File: src/rtl/spi_ctrl_pkg.sv
// spi_ctrl_pkg: shared state type and sizing helpers for the SPI command scheduler.
package spi_ctrl_pkg;
  typedef enum logic [2:0] {IDLE, ARB, ISSUE, WAIT, GAP} sched_state_t;
  localparam int TO_W = 16;
  function automatic int id_w(input int n);
    return (n > 2) ? $clog2(n) : 1;
  endfunction
endpackage

File: src/rtl/rr_arbiter.sv
// rr_arbiter: combinational round-robin pick of the first request at or after ptr, wrapping.
module rr_arbiter
  import spi_ctrl_pkg::*;
#(
  parameter int N = 2,
  localparam int IW = id_w(N)
) (
  input  logic [N-1:0]  req,
  input  logic [IW-1:0] ptr,
  output logic [N-1:0]  grant,
  output logic [IW-1:0] grant_idx,
  output logic          any
);
  logic [IW-1:0] k;
  always_comb begin
    grant_idx = '0;
    k = '0;
    for (int i = N - 1; i >= 0; i--) begin
      k = IW'((int'(ptr) + i) % N);
      if (req[k]) grant_idx = k;
    end
    any = |req;
    grant = any ? N'(1) << grant_idx : '0;
  end
endmodule

File: src/rtl/spi_cmd_scheduler.sv
// spi_cmd_scheduler: shares one SPI register driver between requesters round-robin,
// routing read bytes to the owner, with watchdog timeout and zero-length rejection.
module spi_cmd_scheduler
  import spi_ctrl_pkg::*;
#(
  parameter int NUM_REQ = 2,
  parameter int REG_WIDTH = 8,
  parameter int TIMEOUT_CYCLES = 65535,
  localparam int ID_W = id_w(NUM_REQ)
) (
  input  logic                         clk,
  input  logic                         rstn,
  input  logic [NUM_REQ-1:0]           req_valid,
  output logic [NUM_REQ-1:0]           req_ready,
  input  logic [NUM_REQ-1:0]           req_is_write,
  input  logic [NUM_REQ*REG_WIDTH-1:0] req_addr,
  input  logic [NUM_REQ*8-1:0]         req_num_regs,
  output logic                         drv_new_command,
  output logic                         drv_is_write,
  output logic [REG_WIDTH-1:0]         drv_addr,
  output logic [7:0]                   drv_num_regs,
  input  logic                         drv_rd_byte_valid,
  input  logic [REG_WIDTH-1:0]         drv_rd_data,
  input  logic                         drv_rd_complete,
  input  logic                         drv_wr_complete,
  output logic                         rsp_valid,
  output logic [REG_WIDTH-1:0]         rsp_data,
  output logic [ID_W-1:0]              rsp_id,
  output logic                         rsp_last,
  output logic                         cmd_done,
  output logic                         cmd_error,
  output logic                         busy
);
  sched_state_t state;
  logic [ID_W-1:0] rr_ptr, g_idx;
  logic [NUM_REQ-1:0] grant;
  logic any_req, g_write, end_evt, take_byte;
  logic [REG_WIDTH-1:0] g_addr;
  logic [7:0] g_num, byte_cnt;
  logic [TO_W-1:0] to_cnt;

  rr_arbiter #(.N(NUM_REQ)) u_arb (
    .req(req_valid), .ptr(rr_ptr), .grant(grant), .grant_idx(g_idx), .any(any_req)
  );

  always_comb begin
    g_write = 1'b0;
    g_addr = '0;
    g_num = '0;
    for (int i = 0; i < NUM_REQ; i++)
      if (grant[i]) begin
        g_write = req_is_write[i];
        g_addr = req_addr[i*REG_WIDTH +: REG_WIDTH];
        g_num = req_num_regs[i*8 +: 8];
      end
  end

  assign req_ready = (state == ARB) ? grant : '0;
  assign end_evt = drv_is_write ? drv_wr_complete : drv_rd_complete;
  assign take_byte = drv_rd_byte_valid && !drv_is_write && (byte_cnt < drv_num_regs);

  // drv_* double as the command capture, so they hold steady until the next grant
  always_ff @(posedge clk or negedge rstn)
    if (!rstn) begin
      state <= IDLE;
      rr_ptr <= '0;
      drv_new_command <= 1'b0;
      drv_is_write <= 1'b0;
      drv_addr <= '0;
      drv_num_regs <= '0;
      rsp_valid <= 1'b0;
      rsp_data <= '0;
      rsp_id <= '0;
      rsp_last <= 1'b0;
      cmd_done <= 1'b0;
      cmd_error <= 1'b0;
      busy <= 1'b0;
      byte_cnt <= '0;
      to_cnt <= '0;
    end else begin
      drv_new_command <= 1'b0;
      rsp_valid <= 1'b0;
      rsp_last <= 1'b0;
      cmd_done <= 1'b0;
      cmd_error <= 1'b0;
      case (state)
        IDLE: begin
          busy <= any_req;
          state <= any_req ? ARB : IDLE;
        end
        ARB:
          if (!any_req) begin
            busy <= 1'b0;
            state <= IDLE;
          end else begin
            drv_is_write <= g_write;
            drv_addr <= g_addr;
            drv_num_regs <= g_num;
            rsp_id <= g_idx;
            rr_ptr <= (g_idx == ID_W'(NUM_REQ - 1)) ? '0 : g_idx + 1'b1;
            state <= (g_num == '0) ? GAP : ISSUE;
            drv_new_command <= g_num != '0;
            cmd_done <= g_num == '0;
            cmd_error <= g_num == '0;
          end
        ISSUE: begin
          byte_cnt <= '0;
          to_cnt <= '0;
          state <= WAIT;
        end
        WAIT: begin
          to_cnt <= &to_cnt ? to_cnt : to_cnt + 1'b1;
          if (take_byte) begin
            rsp_valid <= 1'b1;
            rsp_data <= drv_rd_data;
            rsp_last <= (byte_cnt + 8'd1) == drv_num_regs;
            byte_cnt <= byte_cnt + 8'd1;
          end
          if (end_evt || to_cnt == TO_W'(TIMEOUT_CYCLES - 1)) begin
            cmd_done <= 1'b1;
            cmd_error <= !end_evt;
            state <= GAP;
          end
        end
        GAP: begin
          busy <= any_req;
          state <= any_req ? ARB : IDLE;
        end
        default: state <= IDLE;
      endcase
    end
endmodule

File: config.mk
export PLATFORM = sky130hd
export DESIGN_NAME = spi_cmd_scheduler
export DESIGN_NICKNAME = d
export VERILOG_FILES = /design/src/rtl/spi_ctrl_pkg.sv /design/src/rtl/rr_arbiter.sv /design/src/rtl/spi_cmd_scheduler.sv
export SDC_FILE = /design/constraint.sdc
export NUM_CORES = 1
export LEC_CHECK = 0
export CAP_MARGIN = 10
export CORE_ASPECT_RATIO = 0.8
export CORE_MARGIN = 2
export CORE_UTILIZATION = 45
export DETAILED_ROUTE_END_ITERATION = 16
export PLACE_DENSITY_LB_ADDON = 0.08
export SLEW_MARGIN = 20
export SYNTH_ARGS = -nofsm -noshare
export SYNTH_HDL_FRONTEND = slang
export SYNTH_SLANG_ARGS = --single-unit
File: constraint.sdc
create_clock -name clk -period 2 [get_ports clk]
set_clock_uncertainty 0.2 [all_clocks]
set_input_delay 0.4 -clock clk [delete_from_list [all_inputs] [get_ports clk]]
set_output_delay 0.4 -clock clk [all_outputs]
set_load 0.02 [all_outputs]
After elaboration in Yosys (flattened, before gate mapping)
Index checks and enable logic that the tools add are counted.

Add/subtract/negate cells: 4. $mul: 0. Divide/modulo/power cells: 0. Magnitude comparators: 3. Eq/ne operators: 10. Shifts and indexed selects: 1. Multiplexer cells: 38. Bitwise operators: 0. Reduce and logical (&&, ||, !) cells: 18.

Operators by type and width (count): $mux 8 (5); $pmux 16 s2 (1); $mux 1 (21); $add 16x1->16 const B (1); $eq 16x16->1 const B (1); $mux 16 (1); $pmux 8 s2 (1); $reduce_and 16->1 (1); $pmux 3 s4 (1); $reduce_and 2->1 (5); $mux 3 (3); $add 8x1->8 const B (1); $eq 8x8->1 (1); $logic_not 8->1 (1); $lt 8x8->1 (1); $ne 2x2->1 const B (4); $reduce_bool 8->1 (1); $eq 3x2->1 const B (2); $pmux 1 s2 (3); $lt 1x2->1 const B (2); $mux 2 (2); $reduce_bool 2->1 (2); $reduce_or 2->1 (2); $eq 3x1->1 const B (1); other kinds (7) (10).

Register bits after elaboration: 60. Bits in latches: 0. Memory bits (writable): 0. Memory bits (read-only): 0. Output and inout port bits: 34. Word-level logic and storage cells: 89. Memories kept: 0.

Longest topological paths before layout
Gate-level depths: netlist of run 1.

Depth in word-level cells: 13. Mapped depth: 7. Gate-level depth less buffers: 7.

Modules after synthesis
From an unflattened synthesis of run 1, not the netlist that was laid out.

Cells, all modules: 339. Area, all modules: 3296.9 um2.

By module, submodules not included: spi_cmd_scheduler (times used 1, cells each 334, area each 3264.4 um2); rr_arbiter (times used 1, cells each 5, area each 32.5 um2).

Worst setup path after synthesis of run 1
OpenSTA, ideal clock, no wires.

Path type: flip-flop to flip-flop. From: register drv_num_regs[5]. To: register rsp_last. Library setup time: 0.111 ns. Arrival time: 1.950 ns. Required time: 1.689 ns. Setup slack: -0.261 ns. Cell stages (with the launch flop): 7. Buffers on the path: 0. Period minus slack after synthesis: 2.261 ns. Cells stage by stage: dfrtp_1 inv_1 ha_1 a211o_1 o2111ai_4 nand2_4 a2111oi_2.

Longest elaborated chain between the ends: 4. Elaborated cells on any way between the ends: 5. Classes of those cells: order compare: 1; eq/ne: 1; mux: 2; reduce/logical: 1.

RTL lines: start, declared (line spi_cmd_scheduler.sv:21) `output logic [7:0] drv_num_regs,`; start signal, assigned (line spi_cmd_scheduler.sv:98) `drv_num_regs <= g_num;`; $lt 8x8->1 (line spi_cmd_scheduler.sv:60) `assign take_byte = drv_rd_byte_valid && !drv_is_write && (byte_cnt < drv_num_regs);`; $logic_and 1x1->1 (line spi_cmd_scheduler.sv:60); $mux 1 * (line spi_cmd_scheduler.sv:113) `if (take_byte) begin`; $mux 1 * (line spi_cmd_scheduler.sv:86) `case (state)`; end signal, assigned (line spi_cmd_scheduler.sv:116) `rsp_last <= (byte_cnt + 8'd1) == drv_num_regs;`; end, declared (line spi_cmd_scheduler.sv:29) `output logic rsp_last,`.

Every way passes the cells marked *; elsewhere a longest branch is shown, timed or not. A chain may end at the register's enable or synchronous reset.

Final worst setup path of run 1
From: register drv_num_regs[5]. To: register byte_cnt[4].

Longest elaborated chain between the ends: 4.

RTL lines: $lt 8x8->1 (line spi_cmd_scheduler.sv:60); $logic_and 1x1->1 (line spi_cmd_scheduler.sv:60); $ne 2x2->1 (no source line); $reduce_and 2->1 (no source line); end signal, assigned (line spi_cmd_scheduler.sv:117) `byte_cnt <= byte_cnt + 8'd1;`; end, declared (line spi_cmd_scheduler.sv:39) `logic [7:0] g_num, byte_cnt;`.

No other way between the ends.

==> results.yml, run 1 <==
outcome:
  status: "finished with violations"
  violations: "negative setup slack"
timing:
  hold_viol_final: 0
  tightest_slew_ns: 0.390
  max_slew_margin_pct: 73.3
  setup_viol: 15
  whs_ns: 0.283
  fin_ws_ns: -0.123
  fin_crit_sh_pct: 106
  min_period_ns: 2.12
  finalSetupTns_ns: -1.19
  rsz0062_at_grt: "true"
  maxSlewViolCount: 0
  fmax_mhz: 471
yosys:
  synth-warning-count: 0
  synth.avg_cell_area_um2: 9.90
  syn-cell-area_um2: 3320
  syn_inst: 335
  synth_area_leaders: "dfrtp_1 45%, xnor2_1 4.8%, o21ai_0 4.2%"
  ys_ff_latch: 60
  syn_nets: 395
  yosys.area.top_type: "dfrtp_1"
  ys_seq_area_share_pct: 45.3
  synth_top_area_share_pct: 45.3
  synth-edff-count: 0
  yosys.cell_types.count: 58
  synthFlopType: "dfrtp_1"
  async_flop_share_pct: 100
routing:
  post_drt_wl_per_cell_um: 16.3
  first_iter_violations: 155
  viasPerCell: 5.43
  drc: 0
  dr.pass1.iters: 4
  postRouteAntennaNets: 0
  wl_um: 9150
  vias: 3046
setup_path:
  rr_worst_depth: 9
  r2r_slack_ns: -0.12
  cp-end-kind: "flip-flop"
  start_kind: "flip-flop"
  cp_data_required_time_ns: 2.05
  crit_chain: "inv_2 -> ha_4 -> a211o_1 -> o2111ai_4 -> buf_6 -> buf_6 -> buf_6 -> a31oi_1 -> a31oi_1"
  max_stage_delay_ns: 0.41
  crit_fanout: 5
  critPathMostFrequentCell: "buf_6"
  crit_type: "flip-flop to flip-flop"
  reg2reg_from: "drv_num_regs[5]"
  rr_endpoint: "byte_cnt[4]"
  cp_data_arrival_time_ns: 2.17
  slowest_stage: "dfrtp_2"
floorplan:
  start_util_pct: 47.2
  die_y_um: 80.8
  dieArea_um2: 8080
  num_rows: 27
  io_pins: 83
  die_w_um: 100
  core-area_um2: 7030
grt:
  grt_max_degree: 61
  overflow: 0
  grt.total_usage_pct: 23.0
  grt_pass1_vias: 2974
  grt_pass1_wl_um: 14500
  antenna_found_initial: 0
placement:
  pre_cts_slack_ns: -0.621
  placed_cells: 536
  globalplace.congestion: 0.888
  dp_hpwl_um: 6580
  placed_cell_area_um2: 4580
  port_buffers: 82
cells_and_area:
  fin_area_um2: 5100
  fin_util_pct: 72.5
  insertedDiodeCount: 0
  layout-drive-gt1-share_pct: 28.3
  final_cells: 561
  num-nets-final: 529
  area_delta_synth_final_pct: 53.7
clocking:
  cts_buffers: 9
  root_buffer: "clkbuf_8"
  cts.clk_slew.worst_paths_ns: 0.07
  cts_sinks: 60
  insertion_delay_ns: 0.33
  cts_buffer_depth: 2
  tritoncts: "built"
  htree_levels: 3
pwr:
  p_sw_mw: 2.46
  leakagePower_nw: 2.23
  p_sw_share_pct: 38.8
  irDropWorstVdd_uv: 692
  clockPowerShare_pct: 19.4
  intPower_mw: 3.88
  comb_power_share_pct: 52.0
  total_power_mw: 6.33
  seq_power_share_pct: 28.6
  powerDensity_nw_per_um2: 1240
worst_hold_path:
  hold_depth: 2
  hold_class: "flip-flop to flip-flop"
  min_to: "drv_addr[4]"
  min_from: "drv_addr[4]"
run:
  maxCapViolations: 0
==> repair_timing <==
action / CTS / global route
endpoints found under the setup margin: 31 / 33
hold endpoints to repair: 60 / 0
gates cloned: 0 / 1
gates resized for setup: 32 / 36
hold buffers: 1 / 0
pin swaps: 5 / 14
buffers inserted: 2 / 6
==> power by group through the flow <==
stage	combinational (mW)	sequential, mW	clock (mW)
6_report	3.29	1.81	1.23
4_1_cts	3.01	1.81	1.26
2_1_floorplan	1.17	2.19	0
3_3_place_gp	2.96	1.81	0
3_5_place_dp	2.99	1.82	0
5_1_grt	3.57	1.86	1.31
==> cell usage in the layout, fill, tap and decap left out, drive strengths merged, types with 8 or more instances in the layout <==
cell / synthesis / layout
a21oi: 13 / 13
a31oi: 8 / 8
a32oi: 8 / 8
buf: 7 / 55
clkbuf: 6 / 10
clkdlybuf4s50: 0 / 68
dfrtp: 60 / 60
dlygate4sd2: 0 / 11
ha: 11 / 11
inv: 13 / 13
mux2: 8 / 8
mux2i: 12 / 12
nand2: 38 / 39
nand3: 12 / 12
nand4: 9 / 9
nor2: 24 / 24
o21ai: 30 / 30
xnor2: 18 / 18
==> routing by layer <==
layer	wire, um	track usage (%)
met1	4220	31.5
met2	4190	36.2
met3	668	7.31
met4	73	5.07
met5	0	0
==> critical path, delay by kind of cell (launching register included) <==
kind | cells | cell delay [ns]
flip-flops | 1 | 0.41
adder cells (fa/ha/maj) | 1 | 0.20
AO/OA/AOI/OAI | 4 | 0.80
buffers and inverters | 4 | 0.45
==> synthesized netlist by cell type (4+ instances only) <==
cell type,instances
mux2_2,8
ha_1,11
a32oi_1,8
or3_1,4
nand4_1,7
xnor2_1,18
nand3_1,11
mux2i_1,12
nand2_1,36
nor4_1,4
inv_1,13
buf_2,4
a31oi_1,8
nor3_1,7
and3_1,5
clkbuf_1,6
o21ai_0,28
dfrtp_1,60
a21oi_1,13
nor2_1,23
==> kinds of logic after synthesis <==
logic type	share of synthesized area, %
mux	6.34
xor+xnor	5.77
buf+inv	3.43
simple gates	19.2
fa+ha+maj	4.15
compound gates	15.9
flops	45.3
==> cell type report <==
class | count | area [um2]
flip-flops and latches | 60 | 1510
inverters | 13 | 48.8
multi-input cells | 250 | 1930
clock buffers | 10 | 138
repair buffers | 135 | 1280
well taps | 87 | 109
clock inverters | 6 | 87.6
fillers | 532 | 1930
==> flip-flops by register name, summed over array words and instances, names as in the netlist <==
signal and cells:
to_cnt 16, byte_cnt 8, drv_addr 8, drv_num_regs 8, rsp_data 8, state 3
busy 1, cmd_done 1, cmd_error 1, drv_is_write 1, drv_new_command 1, rr_ptr 1
rsp_id 1, rsp_last 1, rsp_valid 1
==> how the worst max path moves through the flow <==
stage / startpoint / end / slack, ns / cells past startpoint
floorplan: drv_num_regs[5] / rsp_data[0] / -0.1 / 6
global placement: req_valid[0] / cmd_done / -0.51 / 7
detailed placement: req_valid[0] / cmd_done / -0.62 / 7
CTS: drv_num_regs[5] / rsp_last / -0.1 / 7
global route: drv_num_regs[5] / byte_cnt[4] / -0.20 / 9
finish: drv_num_regs[5] / byte_cnt[4] / -0.12 / 9
(Power assumes the default switching activity.)
==> inputs of run 2 (changes only) <==
--- a/config.mk
+++ b/config.mk
@@ -15,3 +15,4 @@
 export SYNTH_ARGS = -nofsm -noshare
 export SYNTH_HDL_FRONTEND = slang
 export SYNTH_SLANG_ARGS = --single-unit
+export TNS_END_PERCENT = 5
==> run 2 against run 1 <==
The flow still finishes with violations (negative setup slack). Non-clock buffer count decreased by 3. Sequential share of layout area increased by 0.98 points. Utilization decreased by 2.3 points. Clock power about the same. First-iteration DRC count increased by 15%. Via count decreased by 2.3%. Die area unchanged. Power decreased by 2.8%. Critical endpoint is now rsp_data[0].
==> results.yml, run 2 (synthesis gave the netlist of run 1 again) <==
outcome:
  status: "finished with violations"
  violations: "negative setup slack"
floorplan:
  io_pins: 83
  dieArea_um2: 8080
  die_y_um: 80.8
  num_rows: 27
  die_w_um: 100
  start_util_pct: 47.2
  core-area_um2: 7030
clocking:
  cts_sinks: 60
  cts_buffer_depth: 2
  tritoncts: "built"
  cts_buffers: 9
  htree_levels: 3
  root_buffer: "clkbuf_8"
  insertion_delay_ns: 0.33
  cts.clk_slew.worst_paths_ns: 0.07
timing:
  tightest_slew_ns: 0.501
  hold_viol_final: 0
  fmax_mhz: 477
  min_period_ns: 2.09
  fin_ws_ns: -0.0943
  maxSlewViolCount: 0
  setup_viol: 15
  max_slew_margin_pct: 66.5
  rsz0062_at_grt: "true"
  fin_crit_sh_pct: 105
pwr:
  seq_power_share_pct: 29.4
  powerDensity_nw_per_um2: 1250
  irDropWorstVdd_uv: 703
  p_sw_mw: 2.37
  leakagePower_nw: 2.18
  intPower_mw: 3.79
  comb_power_share_pct: 50.7
  p_sw_share_pct: 38.5
  clockPowerShare_pct: 19.9
cells_and_area:
  largest_reg_flops: 16
  regMostFlops: "to_cnt"
  final_common_cell: "clkdlybuf4s50_1"
  fin_area_um2: 4930
  num-nets-final: 526
  fillers: 562
  area_delta_synth_final_pct: 48.8
  regArea_um2: 1510
  layout-drive-gt1-share_pct: 24.4
  fin_util_pct: 70.2
  insertedDiodeCount: 0
  final_cell_mix: "68 x clkdlybuf4s50_1, 54 x dfrtp_1, 44 x buf_4"
  multi_input_area_um2: 1820
routing:
  drc: 0
  dr.pass1.iters: 5
  postRouteAntennaNets: 0
  post_drt_wl_per_cell_um: 15.9
  topRoutingLayerUsed: "met4"
  vias: 2975
  dr_wl_met3_um: 671
  first_iter_violations: 179
  viasPerCell: 5.33
  wl_met1_um: 4170
  wl_um: 8850
  route.met2.wl_um: 3970
run:
  maxCapViolations: 0
setup_path:
  crit_buf_inv: 2
  crit_type: "flip-flop to flip-flop"
  cp_data_arrival_time_ns: 2.11
  cp-end-kind: "flip-flop"
  max_stage_delay_ns: 0.41
  crit_fanout: 4
  crit_chain: "inv_2 -> ha_4 -> a211o_1 -> o2111ai_4 -> nand2_4 -> buf_12 -> mux2_4"
  slowest_stage: "dfrtp_2"
  crit_family: "compound AO/OA/AOI/OAI gates"
  cp_data_required_time_ns: 2.01
  start_kind: "flip-flop"
placement:
  dp_hpwl_um: 6580
  globalplace.congestion: 0.888
  placed_cell_area_um2: 4580
  port_buffers: 82
grt:
  antenna_found_initial: 0
  grt_pass1_wl_um: 14300
  grt_pass1_vias: 2962
  grt.total_usage_pct: 22.7
  grt_max_degree: 61
  overflow: 0
worst_hold_path:
  hold_class: "flip-flop to flip-flop"
[run 2: power by group through the flow]
| stage | clock network, mW | logic, mW | registers, mW |
|---|---|---|---|
| after floorplan | 0 | 1.17 | 2.19 |
| after global placement | 0 | 2.96 | 1.81 |
| after detailed placement | 0 | 2.99 | 1.82 |
| after CTS | 1.26 | 2.97 | 1.81 |
| after global routing | 1.31 | 3.41 | 1.86 |
| final | 1.22 | 3.12 | 1.81 |
[run 2: worst reg2reg max path, cell delays in order (launching register included)]
cell	delay, ns
dfrtp_2	0.41
inv_2	0.09
ha_4	0.20
a211o_1	0.30
o2111ai_4	0.27
nand2_4	0.10
buf_12	0.14
mux2_4	0.28
[run 2: cell type report]
cell class	count	share of cell area, %
sequential	60	30.6
timing repair buffer	132	24.9
clock inverter	6	1.77
multi-input combinational	250	36.8
clock buffer	10	2.79
inverter	13	0.989
tap	87	2.21
[run 2: per-layer routing]
| layer | global-route usage, % | up-vias |
|---|---|---|
| li1 | - | 1478 |
| met1 | 31.5 | 1404 |
| met2 | 35.3 | 89 |
| met3 | 7.14 | 4 |
| met4 | 4.93 | 0 |
| met5 | 0 | - |
[run 2: final timing paths]
kind,start,endpoint,slack (ns),depth (start not counted)
worst max-delay path,drv_num_regs[5],rsp_data[0],-0.09,7
worst min-delay path,drv_addr[4],drv_addr[4],0.28,2
worst max register to register,drv_num_regs[5],rsp_data[0],-0.09,7
worst min register to register,drv_addr[4],drv_addr[4],0.28,2
max in group asynchronous,rstn,drv_num_regs[7],0.91,3
min in group asynchronous,rstn,byte_cnt[4],0.39,3
[run 2: repair_timing]
item,in CTS,in global routing
hold buffers,1,0
buffers inserted,0,5
resized for setup,29,17
gates cloned,0,1
endpoints found under the setup margin,31,31
hold endpoints to repair,60,0
pin swaps,3,10
[run 2: through the flow]
stage | TNS (ns) | cells | power, mW | hold WS (ns) | setup WS, ns
5_1_grt | -3.03 | 558 | 6.58 | 0.320 | -0.191
6_report | -0.995 | 558 | 6.16 | 0.283 | -0.0943
3_5_place_dp | -5.69 | 536 | 4.81 | 0.236 | -0.621
4_1_cts | -0.553 | 553 | 6.04 | 0.287 | -0.0982
2_1_floorplan | -0.771 | 335 | 3.36 | -0.0956 | -0.0988
3_3_place_gp | -4.00 | 536 | 4.77 | 0.232 | -0.505
